`src/rtl/crc_stream.sv`:
```
// crc_stream: streaming CRC engine. Folds one DATA_WIDTH beat per cycle into
// the CRC register and presents the finished frame CRC plus beat count on a
// valid/ready result port. A new frame cannot start until the result is taken.
module crc_stream #(
  parameter int                   DATA_WIDTH  = 8,
  parameter int                   CRC_WIDTH   = 16,
  parameter logic [31:0]          POLY        = 32'h0000_8005,
  parameter logic [CRC_WIDTH-1:0] INIT        = '0,
  parameter logic [CRC_WIDTH-1:0] XOR_OUT     = '0,
  parameter bit                   REFLECT_IN  = 1'b0,
  parameter bit                   REFLECT_OUT = 1'b0,
  parameter int                   CNT_WIDTH   = 16
) (
  input  logic                  clk,
  input  logic                  rst_n,
  input  logic                  in_valid,
  output logic                  in_ready,
  input  logic [DATA_WIDTH-1:0] in_data,
  input  logic                  in_sop,
  input  logic                  in_last,
  output logic                  crc_valid,
  input  logic                  crc_ready,
  output logic [CRC_WIDTH-1:0]  crc_out,
  output logic [CNT_WIDTH-1:0]  beat_cnt,
  output logic                  frame_err
);

  typedef enum logic [1:0] {IDLE, ACCUM, HOLD} state_t;

  localparam logic [CRC_WIDTH-1:0] POLY_W = POLY[CRC_WIDTH-1:0];

  state_t                 state, state_nxt;
  logic [CRC_WIDTH-1:0]   crc_q, crc_nxt, crc_base, crc_upd;
  logic [CNT_WIDTH-1:0]   cnt_q, cnt_nxt;
  logic                   err_nxt, load_res, accept;

  // Whole beat folded in one cycle, MSB first; optional per-byte bit reversal.
  function automatic logic [CRC_WIDTH-1:0] crc_update(
    input logic [CRC_WIDTH-1:0]  c,
    input logic [DATA_WIDTH-1:0] beat
  );
    logic [CRC_WIDTH-1:0]  r;
    logic [DATA_WIDTH-1:0] b;
    logic                  d;
    b = beat;
    if (REFLECT_IN)
      for (int i = 0; i < DATA_WIDTH; i++) b[i] = beat[(i/8)*8 + 7 - (i%8)];
    r = c;
    for (int i = DATA_WIDTH-1; i >= 0; i--) begin
      d = b[i] ^ r[CRC_WIDTH-1];
      r = (r << 1) ^ (d ? POLY_W : '0);
    end
    return r;
  endfunction

  // Output conditioning applied once, when the result is latched.
  function automatic logic [CRC_WIDTH-1:0] crc_final(input logic [CRC_WIDTH-1:0] c);
    logic [CRC_WIDTH-1:0] r;
    r = c;
    if (REFLECT_OUT)
      for (int i = 0; i < CRC_WIDTH; i++) r[i] = c[CRC_WIDTH-1-i];
    return r ^ XOR_OUT;
  endfunction

  assign in_ready  = (state != HOLD);
  assign crc_valid = (state == HOLD);
  assign accept    = in_valid && in_ready;

  // A beat restarts from INIT when it opens a frame (implicitly in IDLE, or
  // an explicit sop mid-frame); otherwise it continues the running CRC.
  assign crc_base = (state == IDLE || in_sop) ? INIT : crc_q;
  assign crc_upd  = crc_update(crc_base, in_data);

  // State register.
  always_ff @(posedge clk or negedge rst_n) begin
    if (!rst_n) state <= IDLE;
    else        state <= state_nxt;
  end

  // Next state, next CRC/count, framing error and result-load strobe.
  always_comb begin
    state_nxt = state;
    crc_nxt   = crc_q;
    cnt_nxt   = cnt_q;
    err_nxt   = 1'b0;
    load_res  = 1'b0;
    case (state)
      IDLE, ACCUM: begin
        if (accept) begin
          crc_nxt = crc_upd;
          if (state == IDLE || in_sop) begin
            cnt_nxt = CNT_WIDTH'(1);
            err_nxt = (state == IDLE) ? !in_sop : 1'b1;
          end else begin
            cnt_nxt = (&cnt_q) ? cnt_q : cnt_q + 1'b1;
          end
          if (in_last) begin
            state_nxt = HOLD;
            load_res  = 1'b1;
          end else begin
            state_nxt = ACCUM;
          end
        end
      end
      HOLD:    if (crc_ready) state_nxt = IDLE;
      default: state_nxt = IDLE;
    endcase
  end

  // Datapath registers; the result is frozen for the whole HOLD period.
  always_ff @(posedge clk or negedge rst_n) begin
    if (!rst_n) begin
      crc_q     <= INIT;
      cnt_q     <= '0;
      crc_out   <= '0;
      beat_cnt  <= '0;
      frame_err <= 1'b0;
    end else begin
      crc_q     <= crc_nxt;
      cnt_q     <= cnt_nxt;
      frame_err <= err_nxt;
      if (load_res) begin
        crc_out  <= crc_final(crc_nxt);
        beat_cnt <= cnt_nxt;
      end
    end
  end

endmodule
```
`config.mk`:
```
export PLATFORM = sky130hd
export DESIGN_NAME = crc_stream
export DESIGN_NICKNAME = d
export VERILOG_FILES = /design/src/rtl/crc_stream.sv
export SDC_FILE = /design/constraint.sdc
export NUM_CORES = 1
export LEC_CHECK = 0
export ABC_AREA = 0
export BUFFER_PORTS_ARGS = -buffer_cell sky130_fd_sc_hd__buf_2
export CORE_UTILIZATION = 51
export CTS_CLUSTER_DIAMETER = 100
export DETAILED_ROUTE_END_ITERATION = 8
export PLACE_DENSITY = 0.78
export REMOVE_ABC_BUFFERS = 1
export SETUP_SLACK_MARGIN = 0.4
export SLEW_MARGIN = 20
export SYNTH_ARGS = -nofsm -noshare
export SYNTH_HDL_FRONTEND = slang
export SYNTH_SLANG_ARGS = --single-unit
```
`constraint.sdc`:
```
create_clock -name clk -period 2.5 [get_ports clk]
set_input_delay 0.5 -clock clk [delete_from_list [all_inputs] [get_ports clk]]
set_output_delay 0.5 -clock clk [all_outputs]
set_load 0.02 [all_outputs]
```
==> run metrics <==
mapped cell area=3146 um^2; first-pass GRT wire length=~12000 um; Worst Hold Class=in -> async; H-tree Lvls=3; commonest cells in the netlist=dfrtp_1, nand2_1, nor2_1; Cell Rows=28; CORE AREA=roughly 6000 um^2; First DRT Iteration DRCs=205; Compound-Gate Fraction of Synth Area=around 13%; multiplexer share of the synthesized area=less than 1%; clk root buf=clkbuf_8; worst setup margin=0.3704 ns; Worst setup EP type=flip-flop; Area contributors post-synth=dfrtp_1, nand2_1, xnor2_1; final wirelength=roughly 7100 um; initial antenna violation count=0; share of layout cells above drive strength 1=25.62%; hpwl dp=4860 um; Post-Synth Simple-Gate Area=17.66%; asr flop ratio synth=100.0%; TNS Setup=0 ns; Final period util=between 80% and 90%; dpl cells=roughly 450; post-synthesis cell count=330; crit path cell chain=or2_4, ha_4, inv_2, nor2_1, xnor2_1, xnor3_2, buf_6, xor2_2, o21ai_1; non-filler instance count after layout=between 400 and 500; number of I/O port buffers=between 40 and 50; syn avg cell area=around 9.5 um^2; met3 Usage GRT=roughly 4.7%; Die Ht=around 80 um; antenna-violating nets left=0; via density per instance=about 5.5; Max Cap Violations=0; GR peak layer=met2; largest net degree at the start of global routing=25; sequential share of the synthesized area=between 50% and 60%; dpl ws=between 0.09 and 0.1 ns; number of flops mapped to enable cells by yosys=0; Max FO, Critical Path=4; pwr/cell area=~840 nW/um^2; distinct cell type count after synthesis=44; Setup violations, final=0; top-area cell type share of the netlist area=approximately 53%; CP max-delay cell=xnor3_2; Max clock buf depth=2; met1 GRT Util=about 32%; GPL Wtd Cong=about 0.84; peak supply drop=0.5765 mV; leakage=approximately 1.8 nW; most numerous cell in the Yosys netlist=dfrtp_1; WP data arrival=approximately 2.4 ns; max incr delay on CP=0.44 ns; Clk Latency, worst-skew pair=~0.34 ns; Synth-to-Final Area Change=23.63%; Final Max Tran Viols=0; maximum clock rate=0.4696 GHz; Worst Setup Path Type=reg -> reg; clk_skew=~0.0088 ns; Synth Area in Adders=less than 1%; GRT Util Overall=~25%; Worst Max-Slew Pin Slew=around 0.56 ns; met2 Track Usage GR=40.93%; wire per inst=14.97 um; post-layout util=between 60% and 70%; nets=between 400 and 500; Final Hold Viols=0; Post-Synth XOR/XNOR Area=between 10% and 20%; largest family of logic cells by synthesized area=simple AND/OR/NAND/NOR gates; die width=between 80 and 90 um; Clock Pin Slew Worst Setup and Hold Paths=approximately 0.070 ns; Ports=slightly below 50; Warnings, synthesis=0; CTS buffer count=9; Startpoint Class=flip-flop; Sink Count=67; CP required=between 2 and 3 ns; RSZ-0062 raised after global routing=true; total die area=between 6000 and 7000 um^2; via count=between 2000 and 3000; Max-slew headroom=~62%; TritonRoute pass-1 iters=5; ant diodes=0; hold buffer count at CTS=0; post-layout min period=2.130 ns; GRT Residual Overflow=0; Initial Utilization=a little over half; TritonCTS clock tree=yes; vias in the first global route=approximately 2500; status=completed; total power=3.280 mW; largest area contributor in the netlist=dfrtp_1; Synth Flop Type=dfrtp_1; drt drc=0; register bit total from synthesis=between 60 and 70
[state kept, by name, indices dropped and copies added (netlist names)]
signal     cells
cnt_q         16
crc_q         16
crc_out       16
beat_cnt      16
state          2
frame_err      1
[power breakdown]
group	switching [mW]	internal, mW	leakage, nW
logic	0.530	0.404	0.830
clock network	0.387	0.565	0.109
registers	0.126	1.27	0.869
total	1.04	2.24	1.81
[what timing repair did]
| item | CTS | global route |
|---|---|---|
| setup buffers | 10 | 1 |
| pin swaps | 4 | 3 |
| resized for setup | 9 | 6 |
| endpoints found under the setup margin | 6 | 16 |
[cell type report]
class | instances | area, um^2
clock buffers | 14 | 182.7
clock inverters | 1 | 30.03
fillers | 460 | 2032
inverters | 5 | 18.77
multi-input cells | 242 | 1451
flip-flops and latches | 67 | 1677
well taps | 75 | 93.84
repair buffers | 73 | 435.4
[cell families (layout without fill, tap and decap cells)]
family                   after synthesis  after routing
AO/OA/AOI/OAI                         69             69
adder cells (fa/ha/maj)                2              2
flip-flops                            67             67
AND/OR/NAND/NOR                      129            129
buffers and inverters                 21             93
multiplexers                           2              2
XOR/XNOR                              40             40
[through the flow]
step,cell area (um^2),hold WS (ns)
2_1_floorplan,3080,0.2044
6_report,3889,0.1141
4_1_cts,3840,0.1184
3_5_place_dp,3520,0.4670
5_1_grt,3889,0.1596
3_3_place_gp,3520,0.4561
[worst max-delay path: cells and delay by family (launching register included)]
| family | cells | cell delay [ns] |
|---|---|---|
| flops | 1 | 0.38 |
| xor+xnor | 3 | 0.83 |
| simple gates | 2 | 0.33 |
| compound gates | 1 | 0.13 |
| fa+ha+maj | 1 | 0.16 |
| buf+inv | 2 | 0.23 |
[cell usage in the layout (no fill, tap or decap), types with 7 or more instances in the layout]
master	synthesis	final
a21oi_1	10	10
a31oi_1	11	11
buf_2	0	48
buf_4	1	23
clkbuf_8	0	13
dfrtp_1	67	67
nand2_1	57	56
nand3_1	7	7
nor2_1	40	40
o21ai_0	32	30
xnor2_1	21	19
xor2_1	17	15
[metal layers]
layer | wire length (um) | vias to the layer above
met3 | 359 | 15
li1 | - | 1253
met5 | 0 | -
met2 | 3591 | 82
met4 | 153 | 0
met1 | 3039 | 1265
[worst paths after layout]
| kind | to | cells after the start | slack, ns | from |
|---|---|---|---|---|
| worst max-delay path | crc_q[1] | 9 | 0.37 | state[0] |
| worst min-delay path | beat_cnt[5] | 1 | 0.11 | rst_n |
| worst max register to register | crc_q[1] | 9 | 0.37 | state[0] |
| worst min register to register | beat_cnt[13] | 1 | 0.48 | beat_cnt[13] |
| max in group asynchronous | frame_err | 2 | 1.69 | rst_n |
| min in group clk | state[1] | 2 | 0.35 | crc_ready |
Power figures use the tool's default switching activity.
